$ cat config.mk
export PLATFORM = sky130hd
export DESIGN_NAME = sn74xx157_arb
export DESIGN_NICKNAME = d
export VERILOG_FILES = /design/src/rtl/sn74xx157_arb.sv
export SDC_FILE = /design/constraint.sdc
export NUM_CORES = 1
export LEC_CHECK = 0
export BUFFER_PORTS_ARGS = -buffer_cell sky130_fd_sc_hd__buf_2
export CORE_MARGIN = 1
export CORE_UTILIZATION = 41
export DETAILED_ROUTE_END_ITERATION = 10
export GPL_ROUTABILITY_DRIVEN = 0
export GPL_TIMING_DRIVEN = 0
export PLACE_DENSITY = 0.62
export SLEW_MARGIN = 40
export SYNTH_ARGS = -nofsm -noshare
export SYNTH_HDL_FRONTEND = slang
export SYNTH_SLANG_ARGS = --single-unit
$ cat constraint.sdc
create_clock -name clk -period 4.1 [get_ports clk]
set_input_delay 0.41 -clock clk [delete_from_list [all_inputs] [get_ports clk]]
set_output_delay 0.41 -clock clk [all_outputs]
set_load 0.005 [all_outputs]
$ cat src/rtl/sn74xx157_arb.sv
// Two-requester arbiter driving one SN74XX157 quad 2:1 mux (sel/str).
// Optional lock input enabled by SN74XX157_ARB_LOCK_EN.
module sn74xx157_arb #(
  parameter int MAX_HOLD = 4,
  parameter int GAP      = 1
) (
  input  logic clk,
  input  logic rst,
  input  logic req_a,
  input  logic req_b,
`ifdef SN74XX157_ARB_LOCK_EN
  input  logic lock,
`endif
  output logic gnt_a,
  output logic gnt_b,
  output logic sel,
  output logic str,
  output logic last
);

  typedef enum logic [1:0] {
    IDLE,
    OWN_A,
    OWN_B,
    TURN
  } state_t;

  localparam logic [3:0] MH = 4'(MAX_HOLD);
  localparam logic [2:0] GP = 3'(GAP);

  state_t     state, state_n;
  logic [3:0] hold_cnt, hold_n;
  logic [2:0] gap_cnt, gap_n;
  logic       gnt_a_n, gnt_b_n, sel_n, str_n, last_n;
  logic       lk, win_a, win_b, hold_full;

`ifdef SN74XX157_ARB_LOCK_EN
  assign lk = lock;
`else
  assign lk = 1'b0;
`endif

  // A tie goes to whichever side was not served last
  assign win_a     = req_a & (~req_b | last);
  assign win_b     = req_b & (~req_a | ~last);
  assign hold_full = (hold_cnt == MH);

  // State and registered mux controls
  always_ff @(posedge clk or posedge rst) begin
    if (rst) begin
      state    <= IDLE;
      gnt_a    <= 1'b0;
      gnt_b    <= 1'b0;
      sel      <= 1'b0;
      str      <= 1'b1;
      last     <= 1'b1;
      hold_cnt <= '0;
      gap_cnt  <= '0;
    end else begin
      state    <= state_n;
      gnt_a    <= gnt_a_n;
      gnt_b    <= gnt_b_n;
      sel      <= sel_n;
      str      <= str_n;
      last     <= last_n;
      hold_cnt <= hold_n;
      gap_cnt  <= gap_n;
    end
  end

  // Next-state: arbitrate, hold-limit, and strobe-high turnaround
  always_comb begin
    state_n = state;
    gnt_a_n = gnt_a;
    gnt_b_n = gnt_b;
    sel_n   = sel;
    str_n   = str;
    last_n  = last;
    hold_n  = hold_cnt;
    gap_n   = gap_cnt;
    unique case (state)
      IDLE, TURN: begin
        if (state == TURN && gap_cnt < GP) begin
          gap_n = gap_cnt + 3'd1;
        end else begin
          unique case (1'b1)
            win_a: begin
              state_n = OWN_A;
              gnt_a_n = 1'b1;
              sel_n   = 1'b0;
              str_n   = 1'b0;
              hold_n  = 4'd1;
              last_n  = 1'b0;
            end
            win_b: begin
              state_n = OWN_B;
              gnt_b_n = 1'b1;
              sel_n   = 1'b1;
              str_n   = 1'b0;
              hold_n  = 4'd1;
              last_n  = 1'b1;
            end
            default: state_n = IDLE;
          endcase
        end
      end
      OWN_A, OWN_B: begin
        if ((state == OWN_A) ? !req_a : !req_b) begin
          state_n = TURN;
        end else if (req_a && req_b && hold_full && !lk) begin
          state_n = TURN;
        end else if (!hold_full) begin
          hold_n = hold_cnt + 4'd1;
        end
        if (state_n == TURN) begin
          gnt_a_n = 1'b0;
          gnt_b_n = 1'b0;
          str_n   = 1'b1;
          gap_n   = 3'd1;
        end
      end
      default: state_n = IDLE;
    endcase
  end

endmodule

* Word-level counts from Yosys, hierarchy flattened
Index checks and enable logic that the tools add are counted.
Operators by class: add/subtract/negate cells 2, reduce and logical (&&, ||, !) cells 16, equal/unequal tests 14, shift-type cells 0, div/mod/pow operators 0, mux-type cells 28, magnitude comparators 1, multipliers 0, bitwise operators 8
Operators by type and width (count):
- $mux 4 | 5
- $ne 2x2->1 const B | 9
- $reduce_and 3->1 | 4
- $mux 1 | 9
- $mux 2 | 4
- $pmux 1 s2 | 4
- $pmux 2 s2 | 2
- $pmux 4 s2 | 1
- $eq 2x2->1 const B | 3
- $mux 3 | 2
- $pmux 3 s2 | 1
- $reduce_or 2->1 | 3
- $reduce_and 5->1 | 1
- $add 4x1->4 const B | 1
- $eq 4x3->1 const B | 1
- $not 1->1 | 4
- $add 3x1->3 const B | 1
- $logic_and 1x1->1 | 3
- $lt 3x1->1 const B | 1
- $and 1x1->1 | 2
- $eq 2x1->1 const B | 1
- $logic_not 1->1 | 2
- $logic_not 2->1 | 1
- $or 1x1->1 | 2
- 2 further kinds | 2
Storage, ports and cells: bits in read-only memories 0, output and inout port bits 5, bits in latches 0, memories kept 0, register bits 14, bits in writable memories 0, word-level logic and storage cells 77

* Longest topological paths before layout
Gate-level depths: netlist of run 1.
word-level depth 8, gate-level depth with buffers 6

* Least setup slack after synthesis of run 1
No wires, ideal clock.
kind flip-flop to flip-flop, from reg hold_cnt[0], to reg hold_cnt[1], setup slack 2.475 ns, clock period less this slack 1.625 ns, cell stages (with the launch flop) 7, setup time 0.128 ns, arrival time 1.498 ns, cell sequence dfrtp_1 > inv_1 > ha_1 > and3b_1 > clkbuf_1 > nor3_1 > mux2_1
Between the ends: longest elaborated chain between the ends 5
Ends and longest elaborated chain:
- start: declaration | RTL line 32 | logic [3:0] hold_cnt, hold_n;
- start signal: assignment | RTL line 66 | hold_cnt <= hold_n;
- $add 4x1->4 | RTL line 113 | hold_n = hold_cnt + 4'd1;
- $mux 4 | RTL line 112 | end else if (!hold_full) begin
- $mux 4 | RTL line 110 | end else if (req_a && req_b && hold_full && !lk) begin
- $mux 4 | RTL line 108 | if ((state == OWN_A) ? !req_a : !req_b) begin
- $pmux 4 s2 | RTL line 81 | unique case (state)
Parallel ways exist; a longest one is shown, timed or not. The select of a mux whose other input is x is not followed. A chain may end at the register's enable or synchronous reset.

* Final worst setup path of run 1
from reg state[1], to reg sel
Between the ends: longest elaborated chain between the ends 4
Ends and longest elaborated chain:
- start: declaration | RTL line 31 | state_t state, state_n;
- start signal: assignment | RTL line 60 | state <= state_n;
- $eq 2x2->1 | RTL line 81, 83
- $logic_and 1x1->1 | RTL line 83 | if (state == TURN && gap_cnt < GP) begin
- $not 1->1 (no source line)
- $reduce_and 3->1 (no source line) (*)
- end signal: assignment | RTL line 63 | sel <= sel_n;
- end: declaration | RTL line 16 | output logic sel,
Mark *: on every way between the ends. The rest lies on a longest branch, timed or not.

==> qor.txt, run 1 <==
Run status -> finished, final reports clean
TritonCTS clock tree -> built
ANT cells -> 0
Fin crit share -> 0.4546
CP max FO -> 10
RSZ-0062 raised after global routing -> false
Final hold viol count -> 0
Core footprint -> 1783 sq um
Row Count -> 15
Min-delay worst type -> in -> async
Arr. time, crit path -> 2050 ps
Final setup viols -> 0
FF-to-FF path depth -> 6
Clock transition at the registers of the reported paths -> 90 ps
Full die area -> 2134 sq um
Asr flop ratio synth -> 1.000
DRC -> 0
Postcts setup bufs -> 0
Layout cell share with drive strength beyond 1 -> 0.1758
Final design utilization -> 0.5095
Sequential-to-total area share from yosys stat -> 0.4406
Leading area contributor after synthesis -> dfrtp_1
I/O Buffers -> 8
GRT Util Overall -> 0.1872
CTS Hold Bufs -> 0
Final HPWL DP -> 1125 um
Vias per cell -> 5.543
# Max-Cap Violations -> 0
First-pass GRT wire length -> 2711 um
FF-to-FF setup slack -> 2240 ps
RR Endpoint -> sel
Worst path required time -> 4280 ps
Initial Util -> 0.4491
Final setup TNS -> 0 ps
Peak supply drop -> 501.4 uV
Syn Area/Cell -> 10.14 sq um
FILL cells -> 172
Area contributors post-synth -> dfrtp_1 38%, ha_1 7.8%, dfstp_2 6.6%
DRT antenna net count -> 0
Final worst path period need -> 1864 ps
Critical path type -> reg -> reg
Routed via count -> 643
Multi-input gate area -> 401.6 sq um
Die X -> 46.20 um
Register area -> 352.8 sq um
Worst Max-Slew Pin Slew -> 619.9 ps
CTS max path bufs -> 2
CTS Buf Count -> 3
Worst setup EP type -> flop
Number of synthesized register bits -> 14
Clk sinks -> 14
Syn-to-layout area delta -> 13.44%
Achievable Freq -> 536.5 MHz
Vias in the first global route -> 615
Leak pwr -> 0.3947 nW
WL/cell -> 13.79 um
Design Area, Final -> 908.4 sq um
Syn. warnings -> 0
Initial antenna violation count -> 0
EDFF count, synth -> 0
Clock tree root buffer cell -> clkbuf_4
Worst slew margin -> 0.5857
Setup Skew -> 0.3530 ps
Post-CTS Resized -> 0
DRT Pass-1 Iters -> 4
Post-Syn Area -> 800.8 sq um
Synth top area share -> 0.3750
Worst-Skew Late Latency -> 290 ps
Total wire length -> 1600 um
I/O Pins -> 9
Die Ht -> 46.20 um
Crit Reg-Reg Startpoint -> state[1]
Largest net degree at the start of global routing -> 15
DR iter-0 viols -> 10
Gr ovfl total -> 0
Cell area after placement -> 872.1 sq um
Count of pins over their slew limit -> 0
Crit start category -> flop
Power Density -> 718.6 nW/um^2
Post-Syn Nets -> 88
Cells after Synth -> 79
Post-synth cell types -> 36
Layout Nets -> 101
H-tree depth -> 1
Dominant synthesized flop cell -> dfrtp_1
==> sequential cells by signal (all words and copies together) (netlist names) <==
name and cells:
state 2, sel 1, gap_cnt 3, hold_cnt 4, str 1, last 1
gnt_b 1, gnt_a 1
==> logic make-up (layout without fill, tap and decap cells) <==
| family | after synthesis | count (layout) | share of synthesized area |
|---|---|---|---|
| AOI/OAI and AO/OA | 24 | 24 | 0.2141 |
| adders and majority gates | 5 | 5 | 0.07813 |
| buffers and inverters | 12 | 24 | 0.05781 |
| DFF | 14 | 14 | 0.4406 |
| muxes | 5 | 5 | 0.06406 |
| and+or+nand+nor | 19 | 19 | 0.1453 |
==> worst max-delay path, cell delays in order, from the launching register on <==
cell and delay [ps]:
dfrtp_1 420, inv_1 60, ha_1 260, clkbuf_1 270, clkbuf_1 380, nand4_1 190
o2bb2ai_1 170
==> power breakdown <==
| part | internal (W) | switching [W] | leakage [nW] | total [W] |
|---|---|---|---|---|
| logic | 0.000130 | 0.000179 | 0.207 | 0.000310 |
| clock network | 0.0000542 | 0.0000502 | 0.0210 | 0.000104 |
| registers | 0.000196 | 0.0000420 | 0.167 | 0.000238 |
==> worst max path at each step <==
stage / slack, ps / start / cells after the start / endpoint
after global routing: 2090 / state[1] / 6 / sel
after floorplan: 2470 / hold_cnt[0] / 6 / hold_cnt[1]
final: 2240 / state[1] / 6 / sel
after detailed placement: 2240 / state[1] / 6 / sel
after global placement: 2240 / state[1] / 6 / sel
after CTS: 2250 / state[1] / 6 / sel
==> cell type report <==
class | count | share of cell area
multi-input combinational | 53 | 0.4421
tap | 25 | 0.03444
clock buffer | 4 | 0.03994
inverter | 8 | 0.03306
buffer | 4 | 0.01791
timing repair buffer | 8 | 0.04408
sequential | 14 | 0.3884
==> cells in the mapped netlist, types with 2 or more instances <==
library cell,number
a2111oi_0,2
o21ai_0,3
nand3_1,3
clkbuf_1,3
ha_1,5
mux2i_1,4
dfstp_2,2
o211ai_1,2
a21oi_1,3
inv_1,8
dfrtp_1,12
a31oi_1,3
nand2_1,5
a211oi_1,2
==> placed cells by master (no fill, tap or decap), types with 2 or more instances in the layout <==
| master | netlist | final |
|---|---|---|
| o21ai_0 | 3 | 3 |
| a31oi_1 | 3 | 3 |
| clkbuf_1 | 3 | 3 |
| ha_1 | 5 | 5 |
| nand3_1 | 3 | 3 |
| a211oi_1 | 2 | 2 |
| dfrtp_1 | 12 | 12 |
| o211ai_1 | 2 | 2 |
| mux2i_1 | 4 | 4 |
| clkbuf_4 | 0 | 3 |
| a21oi_1 | 3 | 3 |
| inv_1 | 8 | 8 |
| dfstp_2 | 2 | 2 |
| buf_2 | 1 | 9 |
| nand2_1 | 5 | 5 |
| a2111oi_0 | 2 | 2 |
==> metrics by stage <==
stage | setup WS [ps] | power, W | std cells | hold WS (ps)
final | 2236 | 0.0006527 | 116 | 138.4
after global routing | 2087 | 0.0007076 | 116 | 199.5
after CTS | 2246 | 0.0006552 | 116 | 166.5
after detailed placement | 2239 | 0.0005514 | 112 | 474.7
after global placement | 2242 | 0.0005438 | 112 | 471.4
after floorplan | 2475 | 0.0004604 | 79 | 297.8
==> metal layers <==
metal,part of all wire,vias to the layer above,global-route usage
met3,0.030,7,0.03529
met1,0.51,292,0.2672
li1,-,326,-
met5,0,-,0
met4,0.034,0,0.1412
met2,0.42,18,0.2451
No activity file was read; power rests on OpenSTA's default activity.
==> inputs of run 2 (changes only) <==
- ABC_AREA: not set -> 1
- PLACE_DENSITY: 0.62 -> 0.64
- clock period: 4.1 -> 1.5 ns (I/O delays scaled with it)
==> run 2 against run 1 <==
Synthesized cell count grew 22%. Synthesized area grew 10%. Worst hold slack gained 130 ps. Clock-buffer cell count is the same. Via count grew 10%. Combinational power grew to 4.8 times the previous value. Critical path depth is the same. Flip-flop and latch count is the same. Routed wire length grew 4.1%. Register-to-register slack lost 2100 ps. Critical path type unchanged. Largest power group unchanged.
==> qor.txt, run 2 <==
Worst Max-Slew Pin Slew -> 551.3 ps
Core footprint -> 1982 sq um
Die Ht -> 48.35 um
Number of flip-flops in the largest register -> 4
Sw Share -> 0.4432
Asr flop ratio synth -> 1.000
Worst setup EP type -> flop
Post-Syn Nets -> 105
Clock tree root buffer cell -> clkbuf_4
Register area -> 354.1 sq um
Run status -> finished, final reports clean
Final worst path period need -> 1413 ps
H-tree depth -> 1
Die X -> 48.35 um
Leak pwr -> 0.5542 nW
Final setup viols -> 0
DRT antenna net count -> 0
Initial Util -> 0.4444
Worst slew margin -> 0.6320
Full die area -> 2338 sq um
DR iter-0 viols -> 7
Layout cell share with drive strength beyond 1 -> 0.3793
Leading area contributor after synthesis -> dfrtp_1
EDFF count, synth -> 0
Worst-Skew Late Latency -> 290 ps
Vias per cell -> 4.944
GRT Util Overall -> 0.1486
Critical path type -> reg -> reg
Biggest register -> hold_cnt
I/O Pins -> 9
Final HPWL DP -> 1129 um
Sequential share of power -> 0.261
Final setup TNS -> 0 ps
CTS max path bufs -> 2
Post-Syn Area -> 880.8 sq um
DRT Pass-1 Iters -> 4
Layout Nets -> 126
Routed via count -> 707
Setup Skew -> 9.274 ps
WL/cell -> 11.65 um
Count of pins over their slew limit -> 0
DRC -> 0
Sequential-to-total area share from yosys stat -> 0.4006
Achievable Freq -> 707.6 MHz
Crit Reg-Reg Startpoint -> state[0]
Initial antenna violation count -> 0
Largest regs -> hold_cnt (4), gap_cnt (3), state (2)
Cells after Synth -> 96
Worst path required time -> 1730 ps
FF-to-FF path depth -> 6
Area contributors post-synth -> dfrtp_1 34%, nand2_1 10%, ha_1 7.1%
Total wire length -> 1666 um
First-pass GRT wire length -> 2608 um
Worst setup margin -> 86.75 ps
Clock network fraction of design power -> 0.118
Fin crit share -> 0.9422
Min-delay worst type -> in -> reg
TritonCTS clock tree -> built
Post-synth cell types -> 30
Internal -> 0.001322 W
Multi-input gate area -> 515.5 sq um
Synth top area share -> 0.3409
Clk sinks -> 14
Count leader, synth -> nand2_1
CTS Buf Count -> 3
Vias in the first global route -> 622
ANT cells -> 0
Synth cell count leaders -> 24 x nand2_1, 12 x dfrtp_1, 12 x inv_1
Beginning of the critical path -> state[0]
Gr ovfl total -> 0
Syn. warnings -> 0
Largest net degree at the start of global routing -> 15
Hold Startpoint -> req_b
Hold depth -> 4
Syn Area/Cell -> 9.175 sq um
Most frequent cells in the layout -> 24 x nand2_1, 11 x dfrtp_1, 9 x inv_1, 8 x buf_2, 7 x buf_4
Pre-CTS setup slack -> -78.61 ps
Logic pwr share -> 0.621
FILL cells -> 172
Switch Pwr -> 0.001053 W
Crit start category -> flop
Final hold viol count -> 0
Dominant synthesized flop cell -> dfrtp_1
Number of synthesized register bits -> 14
Power Density -> 2137 nW/um^2
I/O Buffers -> 8
# Max-Cap Violations -> 0
CP max FO -> 3
Clock transition at the registers of the reported paths -> 90 ps
Row Count -> 16
Peak supply drop -> 1159 uV
Commonest non-fill, non-tap cell in the layout -> nand2_1
Syn-to-layout area delta -> 26.14%
Arr. time, crit path -> 1640 ps
run 2: cell types whose count changed after synthesis, sizes merged, moves of 4 or more:
cell / change
o21ai: +4
nand4: +4
inv: +5
nand3: +7
nand2: +22
mux2i: -4
nor2: +4
run 2: worst paths after layout:
| kind | slack (ps) | to |
|---|---|---|
| setup / recovery | 90 | sel |
| hold / removal | 270 | gnt_a |
| setup reg to reg | 90 | sel |
| hold reg to reg | 470 | str |
| max in group asynchronous | 660 | state[0] |
| min in group asynchronous | 440 | gnt_b |
run 2: cells by family after synthesis:
kind of cell,after synthesis,synth area share
xor gates and xnor gates,2,0.01989
buffers and inverters,14,0.06817
DFF,14,0.4006
adders and majority gates,5,0.07102
and+or+nand+nor,51,0.3778
AOI/OAI and AO/OA,10,0.06250
run 2: power groups by stage:
stage	combinational, W	clock [W]	sequential, W
floorplan	0.000912	0	0.000628
global placement	0.00113	0	0.000631
detailed placement	0.00115	0	0.000633
CTS	0.00123	0.000285	0.000613
global route	0.00164	0.000294	0.000629
finish	0.00148	0.000279	0.000619
run 2: worst max-delay path: stages (launching register included):
cell	delay, ps
dfrtp_2	440
buf_4	140
ha_1	240
nand3_2	130
nand2_1	90
or2_1	250
nand2_1	70
run 2: through the flow:
step           hold WS (ps)  cells  instance area, sq um  total power, W  utilization
2_1_floorplan         37.79     96                 880.8        0.001540            -
3_3_place_gp          214.3    131                 954.7        0.001758       0.4817
3_5_place_dp          232.7    131                 954.7        0.001779       0.4817
4_1_cts               260.7    138                  1020        0.002127       0.5145
5_1_grt               299.0    143                  1111        0.002564       0.5606
6_report              269.7    143                  1111        0.002375       0.5606
run 2: timing repair:
| action | in CTS | in global routing |
|---|---|---|
| pin swaps | 0 | 5 |
| hold endpoints to repair | 12 | 0 |
| resized for setup | 3 | 10 |
| setup buffers | 2 | 5 |
| endpoints found under the setup margin | 11 | 11 |
| hold buffers | 1 | 0 |
run 2: layout make-up:
class,count,area share
flip-flops and latches,14,0.3187
inverters,13,0.04842
well taps,27,0.03041
multi-input cells,68,0.4640
repair buffers,16,0.09234
plain buffers,1,0.01351
clock buffers,4,0.03266
run 2: routing by layer:
metal,vias up,wire length (um),global-route usage
met5,-,0,0
met4,0,47,0.1029
met3,5,82,0.01887
met2,18,793,0.2441
met1,326,743,0.1811
li1,358,-,-
==> inputs of run 3 (changes only) <==
- PLACE_DENSITY: 0.64 -> 0.62
- clock period: 1.5 -> 1.83 ns (I/O delays scaled with it)
==> run 3 against run 2 <==
Combinational power fell by 36%. Worst setup slack improved by 110 ps. Clock power fell by 20%. Critical path depth rose by 1. Die area did not move. Sequential share of layout area rose by 3.4 points. Via count fell by 5.0%. Non-clock buffer count fell by 7. Clock-buffer cell count did not move. Largest cell class unchanged. Sequential power fell by 17%. Global-route usage rose by 0.59 points. Critical endpoint is now gap_cnt[2]. Flip-flop and latch count did not move.
==> qor.txt, run 3 (synthesis results as in run 2) <==
Register area -> 352.8 sq um
FF-to-FF setup slack -> 200 ps
Crit Reg-Reg Startpoint -> state[0]
Min-delay worst type -> in -> reg
Fin crit share -> 0.8920
Commonest non-fill, non-tap cell in the layout -> nand2_1
DRC -> 0
Most frequent cells in the layout -> 24 x nand2_1, 12 x inv_1, 12 x dfrtp_1, 8 x buf_2, 7 x nand3_1
RR Endpoint -> gap_cnt[2]
Clk sinks -> 14
I/O Buffers -> 8
Crit start category -> flop
Full die area -> 2338 sq um
Setup Skew -> 6.687 ps
First-pass GRT wire length -> 2739 um
Final HPWL DP -> 1237 um
Power Density -> 1685 nW/um^2
DRT Pass-1 Iters -> 4
H-tree depth -> 1
Arr. time, crit path -> 1850 ps
RSZ-0062 raised after global routing -> false
Count of pins over their slew limit -> 0
Hold depth -> 4
Run status -> finished, final reports clean
Largest regs -> hold_cnt (4), gap_cnt (3), state (2)
Achievable Freq -> 612.6 MHz
Worst-Skew Late Latency -> 280 ps
Layout Nets -> 119
Total wire length -> 1575 um
Worst setup EP type -> flop
Core footprint -> 1982 sq um
Final setup viols -> 0
Clock transition at the registers of the reported paths -> 90 ps
Leak pwr -> 0.5283 nW
Peak supply drop -> 1060 uV
Beginning of the critical path -> state[0]
Multi-input gate area -> 467.9 sq um
I/O Pins -> 9
DR iter-0 viols -> 13
ANT cells -> 0
Critical path type -> reg -> reg
Worst hold endpoint -> gnt_a
FF-to-FF path depth -> 7
CTS max path bufs -> 2
Vias per cell -> 4.941
Final setup TNS -> 0 ps
Initial Util -> 0.4444
Worst Max-Slew Pin Slew -> 538.0 ps
Row Count -> 16
Total power -> 0.001686 W
Die X -> 48.35 um
WL/cell -> 11.58 um
Final hold viol count -> 0
DRT antenna net count -> 0
Hold Startpoint -> req_b
Final worst path period need -> 1632 ps
Number of flip-flops in the largest register -> 4
GRT Util Overall -> 0.1546
Gr ovfl total -> 0
Syn-to-layout area delta -> 13.64%
Vias in the first global route -> 634
Post-CTS Resized -> 0
Worst slew margin -> 0.6409
Clock tree root buffer cell -> clkbuf_4
FILL cells -> 182
Initial antenna violation count -> 0
CTS Buf Count -> 3
TritonCTS clock tree -> built
Routed via count -> 672
Largest net degree at the start of global routing -> 15
Biggest register -> hold_cnt
# Max-Cap Violations -> 0
Worst path required time -> 2040 ps
Layout cell share with drive strength beyond 1 -> 0.2752
Die Ht -> 48.35 um
CP max FO -> 9
## run 3: through the flow
step	hold WS (ps)	area [sq um]	util	setup slack [ps]	cells
6_report	295.6	1001	0.5051	197.6	136
5_1_grt	308.6	1001	0.5051	81.69	136
4_1_cts	276.5	1001	0.5051	203.8	136
3_5_place_dp	251.3	954.7	0.4817	229.0	131
3_3_place_gp	241.5	954.7	0.4817	262.4	131
2_1_floorplan	70.79	880.8	-	378.3	96
## run 3: where the power goes
group / switching (W) / total, W / leakage (nW) / internal [W]
Combinational: 0.000581 / 0.000951 / 0.338 / 0.000370
Clock: 0.000102 / 0.000223 / 0.0210 / 0.000121
Sequential: 0.0000792 / 0.000513 / 0.169 / 0.000434
## run 3: layout make-up
cell class | instances | share of cell area
sequential | 14 | 0.3525
multi-input combinational | 68 | 0.4675
buffer | 1 | 0.01125
inverter | 13 | 0.04875
tap | 27 | 0.03375
timing repair buffer | 9 | 0.05000
clock buffer | 4 | 0.03625
## run 3: worst max-delay path by stage
| stage | endpoint | slack (ps) | cells past startpoint |
|---|---|---|---|
| after detailed placement | gap_cnt[2] | 230 | 7 |
| final | gap_cnt[2] | 200 | 7 |
| after global routing | gap_cnt[2] | 80 | 7 |
| after floorplan | state[1] | 380 | 6 |
| after global placement | state[1] | 260 | 6 |
| after CTS | gap_cnt[2] | 200 | 7 |
## run 3: routing by layer
metal	vias up	wire length, um	track usage
met5	-	0	0
met4	0	0	0.05882
met3	0	56	0.05660
met2	13	782	0.2535
met1	320	736	0.1847
li1	339	-	-
## run 3: worst max-delay path, stage by stage (launching register included)
cell and delay (ps):
dfrtp_1 480, ha_1 350, buf_6 160, inv_2 140
nand4_2 170, nand3_2 130, nand2_1 50, o21ai_1 70
## run 3: timing repair
| item | 4_1_cts | 5_1_grt |
|---|---|---|
| hold endpoints to repair | 12 | 0 |
| setup buffers | 0 | 0 |
| hold buffers | 1 | 0 |
